--- config.mk ---
export PLATFORM = sky130hd
export DESIGN_NAME = game_flow_ctrl_flat
export DESIGN_NICKNAME = d
export VERILOG_FILES = /design/src/rtl/game_flow_ctrl_if.sv /design/src/rtl/game_flow_ctrl.sv /design/src/flat_wrapper.sv
export SDC_FILE = /design/constraint.sdc
export NUM_CORES = 1
export LEC_CHECK = 0
export BUFFER_PORTS_ARGS = -buffer_cell sky130_fd_sc_hd__clkbuf_2
export CORE_ASPECT_RATIO = 0.75
export CORE_MARGIN = 2
export CORE_UTILIZATION = 61
export CTS_BUF_LIST = sky130_fd_sc_hd__clkbuf_8
export CTS_CLUSTER_DIAMETER = 40
export DETAILED_ROUTE_END_ITERATION = 7
export PLACE_DENSITY = 0.95
export SLEW_MARGIN = 20
export SYNTH_ARGS = -nofsm -noshare
export SYNTH_HDL_FRONTEND = slang
export SYNTH_SLANG_ARGS = --single-unit
--- constraint.sdc ---
create_clock -name clk -period 4.6 [get_ports clk]
set_clock_uncertainty 0.15 [all_clocks]
set_input_delay 0.46 -clock clk [delete_from_list [all_inputs] [get_ports clk]]
set_output_delay 0.46 -clock clk [all_outputs]
set_load 0.005 [all_outputs]
--- src/rtl/game_flow_ctrl_if.sv ---
// game_flow_ctrl_if: collision/button events into the game sequencer and its registered
// control outputs. master = surrounding datapath, slave = game_flow_ctrl.
interface game_flow_ctrl_if;
    logic       frame_tick;
    logic       btn_start;
    logic       btn_pause;
    logic       brick_hit;
    logic       ball_miss;
    logic       max_score_reached;
    logic       score_inc;
    logic       score_clr;
    logic       ball_reset;
    logic       game_run;
    logic [2:0] lives;
    logic [1:0] text_sel;
    logic [2:0] state;

    modport master (
        output frame_tick, btn_start, btn_pause, brick_hit, ball_miss, max_score_reached,
        input  score_inc, score_clr, ball_reset, game_run, lives, text_sel, state
    );

    modport slave (
        input  frame_tick, btn_start, btn_pause, brick_hit, ball_miss, max_score_reached,
        output score_inc, score_clr, ball_reset, game_run, lives, text_sel, state
    );
endinterface

--- src/rtl/game_flow_ctrl.sv ---
// game_flow_ctrl: brick-smasher sequencer (title, serve, play, miss, win/over banners).
// Define PAUSE_EN to add the PLAY<->PAUSE toggle on btn_pause.
module game_flow_ctrl #(
    parameter int LIVES         = 3,
    parameter int SERVE_FRAMES  = 60,
    parameter int BANNER_FRAMES = 120,
    parameter int TIMER_W       = 8
) (
    input  logic            clk,
    input  logic            reset,
    game_flow_ctrl_if.slave gf
);

    typedef enum logic [2:0] {
        S_IDLE    = 3'd0,
        S_NEWGAME = 3'd1,
        S_SERVE   = 3'd2,
        S_PLAY    = 3'd3,
        S_MISS    = 3'd4,
        S_WIN     = 3'd5,
        S_OVER    = 3'd6,
        S_PAUSE   = 3'd7
    } state_t;

    localparam logic [TIMER_W-1:0] SERVE_LOAD  = TIMER_W'(SERVE_FRAMES);
    localparam logic [TIMER_W-1:0] BANNER_LOAD = TIMER_W'(BANNER_FRAMES);
    localparam logic [TIMER_W-1:0] TIMER_ONE   = TIMER_W'(1);
    localparam logic [2:0]         LIVES_LOAD  = 3'(LIVES);

    state_t             state_q, state_d;
    logic [TIMER_W-1:0] timer_q, timer_d;
    logic [2:0]         lives_q, lives_d, lives_dec;
    logic               timer_expired;
    logic               start_armed_q, start_edge;
    logic               score_inc_q, score_clr_q, ball_reset_q, game_run_q;
    logic               score_inc_d, score_clr_d, ball_reset_d, game_run_d;
    logic [1:0]         text_sel_q, text_sel_d;

    // Arm bits hold "button was low last cycle" and reset to 0, so a button held
    // through reset must be released before it can register a press.
    assign start_edge = gf.btn_start & start_armed_q;

`ifdef PAUSE_EN
    logic pause_armed_q, pause_edge;
    assign pause_edge = gf.btn_pause & pause_armed_q;
`else
    logic unused_pause;
    assign unused_pause = gf.btn_pause;
`endif

    assign timer_expired = (timer_q == '0) || (gf.frame_tick && (timer_q == TIMER_ONE));

    // NOTE: every variable driven here gets a default first, so no path can infer a latch.
    always_comb begin
        state_d   = state_q;
        timer_d   = timer_q;
        lives_d   = lives_q;
        lives_dec = (lives_q == 3'd0) ? 3'd0 : lives_q - 3'd1;

        case (state_q)
            S_IDLE: if (start_edge) state_d = S_NEWGAME;
            S_NEWGAME: begin
                state_d = S_SERVE;
                lives_d = LIVES_LOAD;
                timer_d = SERVE_LOAD;
            end
            S_SERVE, S_WIN, S_OVER: begin
                if (gf.frame_tick && (timer_q != '0)) timer_d = timer_q - TIMER_ONE;
                if (timer_expired) state_d = (state_q == S_SERVE) ? S_PLAY : S_IDLE;
            end
            S_PLAY: begin
                if (gf.max_score_reached) begin
                    state_d = S_WIN;
                    timer_d = BANNER_LOAD;
                end else if (gf.ball_miss) begin
                    state_d = S_MISS;
                end
`ifdef PAUSE_EN
                else if (pause_edge) begin
                    state_d = S_PAUSE;
                end
`endif
            end
            S_MISS: begin
                lives_d = lives_dec;
                if (lives_dec == 3'd0) begin
                    state_d = S_OVER;
                    timer_d = BANNER_LOAD;
                end else begin
                    state_d = S_SERVE;
                    timer_d = SERVE_LOAD;
                end
            end
`ifdef PAUSE_EN
            S_PAUSE: begin
                if (start_edge)      state_d = S_IDLE;
                else if (pause_edge) state_d = S_PLAY;
            end
`endif
            default: state_d = S_IDLE;
        endcase

        // Pulses follow the current cycle's events; levels follow the state being entered.
        score_inc_d  = (state_q == S_PLAY) && gf.brick_hit && !gf.max_score_reached;
        score_clr_d  = (state_q == S_NEWGAME);
        ball_reset_d = 1'b1;
        game_run_d   = 1'b0;
        text_sel_d   = 2'd0;
        case (state_d)
            S_IDLE, S_NEWGAME: text_sel_d = 2'd1;
            S_PLAY: begin
                ball_reset_d = 1'b0;
                game_run_d   = 1'b1;
            end
            S_WIN:  text_sel_d = 2'd2;
            S_OVER: text_sel_d = 2'd3;
            S_PAUSE: begin
                ball_reset_d = 1'b0;
                text_sel_d   = 2'd1;
            end
            default: ;
        endcase
    end

    // NOTE: sequential state uses non-blocking assignments so every register samples
    // pre-edge values regardless of statement order.
    always_ff @(posedge clk) begin
        if (reset) begin
            state_q       <= S_IDLE;
            timer_q       <= '0;
            lives_q       <= 3'd0;
            start_armed_q <= 1'b0;
            score_inc_q   <= 1'b0;
            score_clr_q   <= 1'b0;
            ball_reset_q  <= 1'b1;
            game_run_q    <= 1'b0;
            text_sel_q    <= 2'd1;
        end else begin
            state_q       <= state_d;
            timer_q       <= timer_d;
            lives_q       <= lives_d;
            start_armed_q <= ~gf.btn_start;
            score_inc_q   <= score_inc_d;
            score_clr_q   <= score_clr_d;
            ball_reset_q  <= ball_reset_d;
            game_run_q    <= game_run_d;
            text_sel_q    <= text_sel_d;
        end
    end

`ifdef PAUSE_EN
    always_ff @(posedge clk) begin
        if (reset) pause_armed_q <= 1'b0;
        else       pause_armed_q <= ~gf.btn_pause;
    end
`endif

    assign gf.score_inc  = score_inc_q;
    assign gf.score_clr  = score_clr_q;
    assign gf.ball_reset = ball_reset_q;
    assign gf.game_run   = game_run_q;
    assign gf.text_sel   = text_sel_q;
    assign gf.lives      = lives_q;
    assign gf.state      = state_q;

endmodule

--- src/flat_wrapper.sv ---
// flat-port wrapper written by rule: the top's interface ports become plain ports
module game_flow_ctrl_flat 
#(
    parameter int LIVES         = 3,
    parameter int SERVE_FRAMES  = 60,
    parameter int BANNER_FRAMES = 120,
    parameter int TIMER_W       = 8
)
  (clk, reset, gf_frame_tick, gf_btn_start, gf_btn_pause, gf_brick_hit, gf_ball_miss, gf_max_score_reached, gf_score_inc, gf_score_clr, gf_ball_reset, gf_game_run, gf_lives, gf_text_sel, gf_state);
  game_flow_ctrl_if gf_i ();
  input  logic clk;
  input  logic reset;
  input wire logic [$bits(gf_i.frame_tick)-1:0] gf_frame_tick;
  input wire logic [$bits(gf_i.btn_start)-1:0] gf_btn_start;
  input wire logic [$bits(gf_i.btn_pause)-1:0] gf_btn_pause;
  input wire logic [$bits(gf_i.brick_hit)-1:0] gf_brick_hit;
  input wire logic [$bits(gf_i.ball_miss)-1:0] gf_ball_miss;
  input wire logic [$bits(gf_i.max_score_reached)-1:0] gf_max_score_reached;
  output wire logic [$bits(gf_i.score_inc)-1:0] gf_score_inc;
  output wire logic [$bits(gf_i.score_clr)-1:0] gf_score_clr;
  output wire logic [$bits(gf_i.ball_reset)-1:0] gf_ball_reset;
  output wire logic [$bits(gf_i.game_run)-1:0] gf_game_run;
  output wire logic [$bits(gf_i.lives)-1:0] gf_lives;
  output wire logic [$bits(gf_i.text_sel)-1:0] gf_text_sel;
  output wire logic [$bits(gf_i.state)-1:0] gf_state;
  assign gf_i.frame_tick = gf_frame_tick;
  assign gf_i.btn_start = gf_btn_start;
  assign gf_i.btn_pause = gf_btn_pause;
  assign gf_i.brick_hit = gf_brick_hit;
  assign gf_i.ball_miss = gf_ball_miss;
  assign gf_i.max_score_reached = gf_max_score_reached;
  assign gf_score_inc = gf_i.score_inc;
  assign gf_score_clr = gf_i.score_clr;
  assign gf_ball_reset = gf_i.ball_reset;
  assign gf_game_run = gf_i.game_run;
  assign gf_lives = gf_i.lives;
  assign gf_text_sel = gf_i.text_sel;
  assign gf_state = gf_i.state;
  game_flow_ctrl #(.LIVES(LIVES), .SERVE_FRAMES(SERVE_FRAMES), .BANNER_FRAMES(BANNER_FRAMES), .TIMER_W(TIMER_W)) u_core (.clk(clk), .reset(reset), .gf(gf_i));
endmodule
* Word-level counts from Yosys, hierarchy flattened *
Cells that the tools add are included.

storage, ports and cells
  register bits = 21
  bits of input ports = 8
  output and inout port bits = 12
  logic and storage cells = 61

cells by class
  add/sub/neg operators = 2
  equality and inequality tests = 14
  multiplexer cells = 16
  bitwise gates (word level) = 2
  reductions and logical operators = 18

operator list
  kind                                                                    count
  8-bit one-hot mux with 4 select lines                                   1
  3-bit equality test (second input constant)                             6
  3-bit two-way mux                                                       6
  8-bit two-way mux                                                       2
  3-bit one-hot mux with 5 select lines                                   1
  3-bit logical NOT                                                       4
  3-bit by 2-bit equality test with 1-bit output (second input constant)  3
  8-bit by 1-bit equality test with 1-bit output (second input constant)  1
  8-bit logical NOT                                                       1
  8-bit nonzero test                                                      1
  8-bit by 1-bit subtractor with 8-bit output (second input constant)     1
  7-bit two-way mux                                                       1
  3-bit by 1-bit equality test with 1-bit output (second input constant)  2
  2-bit one-hot mux with 3 select lines                                   1
  3-bit one-hot mux with 2 select lines                                   1
  3-bit OR reduction                                                      2
  1-bit logical AND                                                       4
  4-bit nonzero test                                                      1
  3-bit AND reduction                                                     1
  3-bit by 1-bit subtractor with 3-bit output (second input constant)     1
  1-bit two-way mux                                                       2
  2-bit two-way mux                                                       1
  2-bit by 1-bit != test with 1-bit output (second input constant)        1
  2-bit != test (second input constant)                                   1
  other kinds (6)                                                         6

* Longest topological paths before layout *
Gate-level depths: netlist of the first run.

  word-level depth = 8
  mapped depth = 7

* Worst setup path after synthesis of the first run *
No wires, ideal clock.

  path kind = reg-to-reg
  start point = register u_core.timer_q[4]
  end point = register u_core.text_sel_q[0], in the netlist u_core.gf.text_sel[0]
  arrival time = 1.888 ns
  setup slack = 2.445 ns
  cell stages (with the launch flop) = 6
  cell sequence = dfxtp_1 > or4_4 > or4_4 > a311oi_2 > xor2_1 > nand2b_1

on the way
  cells in the longest elaborated chain, start to end = 8
  elaborated cells between the ends (all ways) = 13
  those cells by class = 5 x eq/ne; 3 x mux; 5 x reduce/logical

RTL lines
  what                                                                    RTL line               source
  start: declaration                                                      game_flow_ctrl.sv:31   logic [TIMER_W-1:0] timer_q, timer_d;
  start signal: assignment                                                game_flow_ctrl.sv:140  timer_q <= timer_d;
  8-bit by 1-bit equality test with 1-bit output                          game_flow_ctrl.sv:51   assign timer_expired = (timer_q == '0) || (gf.frame_tick && (timer_q == TIMER_ONE));
  1-bit logical AND                                                       game_flow_ctrl.sv:51
  1-bit logical OR (*)                                                    game_flow_ctrl.sv:51
  3-bit two-way mux (*)                                                   game_flow_ctrl.sv:69   if (timer_expired) state_d = (state_q == S_SERVE) ? S_PLAY : S_IDLE;
  3-bit one-hot mux with 5 select lines (*)                               game_flow_ctrl.sv:60   case (state_q)
  3-bit by 1-bit equality test with 1-bit output (tied with other cells)  game_flow_ctrl.sv:109  case (state_d)
  3-bit OR reduction (no line)                                            --
  2-bit one-hot mux with 3 select lines (*)                               game_flow_ctrl.sv:109
  end signal: assignment                                                  game_flow_ctrl.sv:147  text_sel_q <= text_sel_d;
  end: declaration                                                        game_flow_ctrl.sv:37   logic [1:0] text_sel_q, text_sel_d;

Mark *: on every way between the ends. The rest lies on a longest branch, timed or not.
A chain may end at the register's enable or synchronous reset.

* Final worst setup path of the first run *
  start point = register u_core.state_q[1], in the netlist u_core.gf.state[1]
  end point = register u_core.timer_q[2]

on the way
  cells in the longest elaborated chain, start to end = 4
  elaborated cells between the ends (all ways) = 12
  those cells by class = 8 x eq/ne; 1 x mux; 3 x reduce/logical

RTL lines
  what                                                                                             RTL line               source
  start: declaration                                                                               game_flow_ctrl.sv:30   state_t state_q, state_d;
  start signal: assignment                                                                         game_flow_ctrl.sv:139  state_q <= state_d;
  3-bit equality test / 3-bit by 2-bit equality test with 1-bit output (equally long branches)     game_flow_ctrl.sv:60
  3-bit OR reduction                                                                               game_flow_ctrl.sv:60
  2-bit by 1-bit != test with 1-bit output (no line) / 4-bit nonzero test (equally long branches)  --
  3-bit AND reduction (no line)                                                                    --

Several ways; a longest one is shown, not always the timed one.

==> impl_results.md, run 1 <==
- Synth Flop Type: dfxtp_1
- Syn Nets: 144
- Distinct cells, synth: 41
- Synthesis-to-finish area growth: 13.5%
- Initial antenna violation count: 0
- Vias: 1052
- Worst Tran Pin Value: 692 ps
- Post-synthesis cell count: 134
- Fmax: 0.401 GHz
- Period utilization: 54.2%
- Antenna cell count: 0
- CTS clk-pin slew, worst paths: 80 ps
- XOR/XNOR share of the synthesized area: 2.41%
- R2R cell count: 5
- Synth top area cells: dfxtp_1 38%, a21oi_1 5.5%, nor2_1 5.5%, nand2b_1 4.0%, nor3_1 3.7%
- Post-synth EDFFs: 0
- Most common cell after layout, fill and taps aside: dfxtp_1
- CP Capture Type: flop
- Placed cell area: 1190 um^2
- Hold_sp: gf_btn_start
- Largest net degree at the start of global routing: 22
- End point of the worst hold path: u_core.start_armed_q
- Commonest cells after routing, fill and taps aside: 21 x dfxtp_1, 18 x clkbuf_2, 16 x nor2_1, 12 x a21oi_1, 9 x inv_1
- Worst slack at placement: 2220 ps
- Critical path arrival: 2530 ps
- Slew Limit Fails: 0
- Synth area leader: dfxtp_1
- Die area: 2150 um^2
- Die height: 40.6 um
- CP max-delay cell: a21oi_1
- Syn avg cell area: 8.15 um^2
- Most used cell, CP: a21oi_1
- Layout cell share with drive strength beyond 1: 19.2%
- Crit-path max cell delay: 590 ps
- Leak: 0.496 nW
- Seq/Total Area, Yosys: 38.5%
- Total track usage: 24.1%
- CP Cell Sequence: nor2b_1 > a21oi_1 > o21ai_0 > o32a_1 > a21oi_1
- Compound-Gate Fraction of Synth Area: 25.1%
- R2R Path End: u_core.timer_q[2]
- Critical path type: reg -> reg
- Clock root buffer: clkbuf_8
- H-tree depth: 1
- Hold Buf Count CTS: 0
- Worst Path Required: 4640 ps
- Initial Utilization: 64.0%
- Post-route DRC: 0
- Final setup fails: 0
- Clock buffer depth: 2
- Setup crit start kind: flop
- Post-synthesis adder-cell area fraction: 2.29%
- Post-synthesis simple-gate area fraction: 26.9%
- Fill count: 128
- R2r startpoint: u_core.gf.state[1]
- TritonCTS buffer count: 3
- Number of nets in the layout: 162
- Final GP Congestion: 0.868
- CP max FO: 14
- Port bufs: 18
- Core area: 1710 um^2
- Vias in the first global route: 828
- Dpl hpwl: 1.64 mm
- Post-synthesis mux area share: 0%
- FFs w/ async S/R, synth: 0%
- Hold Path Class: in -> reg
- Finished Cell Area: 1240 um^2
- Synth top area share: 38.5%
- # IOs: 20
- Setup slack, reg-to-reg: 2110 ps
- YS warnings: 0
- TNS Setup: 0 ps
- Slack of the critical path: 2110 ps
- Fin util: 72.6%
- CTS-repair resized insts: 0
- Final Hold Vio Count: 0
- Routed len/inst: 13.6 um
- Clock tree sinks: 21
- Num rows: 13
- Status: complete, no violations
- Tmin final: 2490 ps
- Worst Hold Depth: 2
- Pwr Density: 344 nW/um^2
- Crit-path leading delay family: compound AO/OA/AOI/OAI gates
- VDD IR max: 303 uV
- DRT iter0 DRCs: 50
- Routed vias/inst: 6.08
- CP Buf/Inv Count: 0
- Crit path from: u_core.gf.state[1]
- Seq cells post-synth: 21
- Post-Syn Area: 1090 um^2
- Global-route wire length before repair: 3.58 mm
- DRT Pass-1 Iters: 4
- RSZ-0062 raised after global routing: no
- Clock latency on the worst-skew pair: 260 ps
- Grt total ovfl: 0
- Total setup buffers inserted after CTS: 0
- Routed Antenna Nets: 0
- Worst rel slew slack: 53.4%
- Drt total wl: 2.36 mm
- Die X: 52.9 um
- Total of max-cap violations: 0
- Main combinational cell family by area after synthesis: simple AND/OR/NAND/NOR gates
- CTS tree: built
## cells in the mapped netlist (3+ instances only)
library cell / n
nand2b_1: 7
clkbuf_1: 4
nor2_1: 16
a211oi_1: 3
nand2_1: 6
nor4_1: 4
inv_1: 9
nor3_1: 8
dfxtp_1: 21
a21oi_1: 12
o21ai_0: 6
## final cells by class
type                            count  area [um^2]  share of cell area (%)
Clock buffer                        3         41.3                    3.33
Clock inverter                      1         7.51                   0.605
Inverter                            9         33.8                    2.72
Multi-Input combinational cell     99          619                    49.9
Sequential cell                    21          420                    33.9
Tap cell                           22         27.5                    2.22
Timing Repair Buffer               18         90.1                    7.27
## power by group
group	switching, mW	internal [mW]
combinational	0.0547	0.0429
sequential	0.0151	0.192
clock	0.0605	0.0612
## state kept, by name, summed over array words and instances (netlist names)
register,cells
u_core.gf.score_inc,1
u_core.gf.score_clr,1
u_core.gf.ball_reset,1
u_core.gf.game_run,1
u_core.gf.state,3
u_core.gf.lives,3
u_core.start_armed_q,1
u_core.gf.text_sel,2
u_core.timer_q,8
## per-layer routing
metal	share of wire, %	routed length [um]	track usage (%)
met1	45	1070	30.9
met2	46	1080	38.8
met3	8.0	189	7.66
met4	0.93	22	8.97
met5	0	0	0
## worst max-delay path by stage
stage | endpoint | slack [ps] | cells past startpoint
after floorplan | u_core.gf.text_sel[0] | 2450 | 5
after global placement | u_core.timer_q[2] | 2260 | 5
after detailed placement | u_core.timer_q[2] | 2220 | 5
after CTS | u_core.timer_q[2] | 2140 | 5
after global routing | u_core.timer_q[2] | 1870 | 5
final | u_core.timer_q[2] | 2110 | 5
## kinds of logic after synthesis
kind of cell,after synthesis
AND/OR/NAND/NOR,54
buffers and inverters,14
AO/OA/AOI/OAI,40
adder cells (fa/ha/maj),2
flip-flops,21
XOR/XNOR,3
## through the flow
step           power (mW)  hold slack [ps]  instances
2_1_floorplan       0.282              301        134
3_3_place_gp        0.301              324        169
3_5_place_dp        0.305              342        169
4_1_cts             0.427              202        173
5_1_grt             0.450              212        173
6_report            0.427              206        173
Power figures use the tool's default switching activity.
==> run 2: changes to the inputs <==
Settings changed: CORE_UTILIZATION 61 to 51, PLACE_DENSITY 0.95 to 0.89.
Clock period 4.6 ns to 2.15 ns, I/O delays scaled along.
==> impl_results.md, run 2 (synthesis results as in run 1) <==
- Pwr Density: 691 nW/um^2 (+100%)
- Initial Utilization: 54.2% (-9.7 points)
- Routed Antenna Nets: 0 (unchanged)
- CP max FO: 4 (-10)
- Port bufs: 18 (unchanged)
- RSZ-0062 raised after global routing: yes
- CP Capture Type: flop
- Crit-path leading delay family: simple AND/OR/NAND/NOR gates
- Most common cell after layout, fill and taps aside: dfxtp_1
- Largest register by flop count: u_core.timer_q
- Total track usage: 25.4% (+1.3 points)
- Critical path arrival: 2150 ps (-380 ps)
- Largest register FFs: 8 (unchanged)
- Core area: 2010 um^2 (+18%)
- Hold_sp: gf_brick_hit
- Final setup fails: 0 (unchanged)
- Drt total wl: 2.93 mm (+24%)
- DRT iter0 DRCs: 67 (+34%)
- H-tree depth: 1 (unchanged)
- Clock tree sinks: 21 (unchanged)
- CP Cell Sequence: or4_4 > or4_4 > a311oi_4 > xor2_1 > nand2b_1
- VDD IR max: 681 uV (+120%)
- Final Hold Vio Count: 0 (unchanged)
- Die X: 57.4 um (+8.7%)
- Grt total ovfl: 0 (unchanged)
- Leak: 0.586 nW (+18%)
- Vias in the first global route: 1086 (+31%)
- Worst rel slew slack: 59.2% (+5.7 points)
- CP Buf/Inv Count: 0 (unchanged)
- Commonest cells after routing, fill and taps aside: 20 x dfxtp_1, 18 x clkbuf_2, 16 x nor2_1, 15 x buf_4, 11 x a21oi_1
- Fill count: 141 (+10%)
- Storage cell area: 422 um^2 (+0.30%)
- Vias: 1172 (+11%)
- Synthesis-to-finish area growth: 28.2%
- Tmin final: 2150 ps (-345 ps)
- Status: complete, no violations
- Largest net degree at the start of global routing: 21 (-4.5%)
- Crit-path max cell delay: 530 ps (-60 ps)
- Layout cell share with drive strength beyond 1: 30.5% (+11 points)
- Die height: 44.1 um (+8.5%)
- DRT Pass-1 Iters: 4 (unchanged)
- CTS clk-pin slew, worst paths: 70 ps (about the same)
- Routed vias/inst: 6.14 (+0.91%)
- Global-route wire length before repair: 4.93 mm (+38%)
- Initial antenna violation count: 0 (unchanged)
- Final GP Congestion: 0.894 (+3.0%)
- Clock latency on the worst-skew pair: 260 ps (about the same)
- Number of nets in the layout: 178 (+9.9%)
- R2r startpoint: u_core.timer_q[4]
- Worst Path Required: 2150 ps (-2490 ps)
- Most used cell, CP: or4_4
- Total setup buffers inserted after CTS: 0 (unchanged)
- Worst slack at placement: -84.6 ps (-2300 ps)
- # IOs: 20 (unchanged)
- Total of max-cap violations: 0 (unchanged)
- Routed len/inst: 15.3 um (+13%)
- Dpl hpwl: 2.01 mm (+23%)
- Post-route DRC: 0 (unchanged)
- Clock buffer depth: 2 (unchanged)
- Worst Tran Pin Value: 612 ps (-80.5 ps)
- Period utilization: 99.9% (+46 points)
- Slack of the critical path: 2.39 ps (-2110 ps)
- Crit path from: u_core.timer_q[4]
- TritonCTS buffer count: 3 (unchanged)
- Fin util: 69.5% (-3.1 points)
- Die area: 2530 um^2 (+18%)
- Clock root buffer: clkbuf_8
- Hold Path Class: in -> reg
- Antenna cell count: 0 (unchanged)
- TNS Setup: 0 ps (unchanged)
- Slew Limit Fails: 0 (unchanged)
- Setup crit start kind: flop
- CTS tree: built
- Multi-input logic area: 656 um^2 (+5.9%)
- Num rows: 14 (+1)
- Fmax: 0.466 GHz (+16%)
- Critical path type: reg -> reg
- CP max-delay cell: or4_4
[run 2: repair_timing]
item | CTS | global route
setup endpoints to repair | 7 | 9
resized for setup | 3 | 8
pin swaps | 1 | 1
endpoints found under the hold margin | 1 | 0
hold buffers | 1 | 0
[run 2: final timing paths]
path | to | slack, ps | cells after the start
setup / recovery | u_core.gf.text_sel[0] | 2 | 5
hold / removal | u_core.gf.score_inc | 5 | 3
setup reg to reg | u_core.gf.text_sel[0] | 2 | 5
hold reg to reg | u_core.timer_q[7] | 350 | 1
[run 2: power breakdown]
part / internal, mW / switching [mW]
Sequential: 0.412 / 0.0260
Clock: 0.129 / 0.120
Combinational: 0.135 / 0.146
Total: 0.676 / 0.292
[run 2: layout make-up]
cell class | instances | share of cell area, %
Clock buffer | 3 | 2.95
Clock inverter | 1 | 0.357
Inverter | 9 | 2.41
Multi-Input combinational cell | 99 | 46.8
Sequential cell | 21 | 30.1
Tap cell | 24 | 2.14
Timing Repair Buffer | 34 | 15.2
[run 2: metrics by stage]
stage	instance area (um^2)	hold WS, ps	total power, mW	std cells
final	1400	5.42	0.967	191
after global routing	1400	10.0	1.02	191
after CTS	1380	3.21	0.954	191
after detailed placement	1310	243	0.696	186
after global placement	1310	241	0.684	186
after floorplan	1090	137	0.602	134
[run 2: worst reg2reg max path, stage by stage (launching register included)]
cell and delay [ps]:
dfxtp_2 320, or4_4 530, or4_4 470, a311oi_4 320, xor2_1 180, nand2b_1 70
[run 2: layer usage]
metal,global-route usage [%],wire [um]
met1,33.5,1220
met2,40.5,1390
met3,7.60,273
met4,8.37,50
met5,0,0
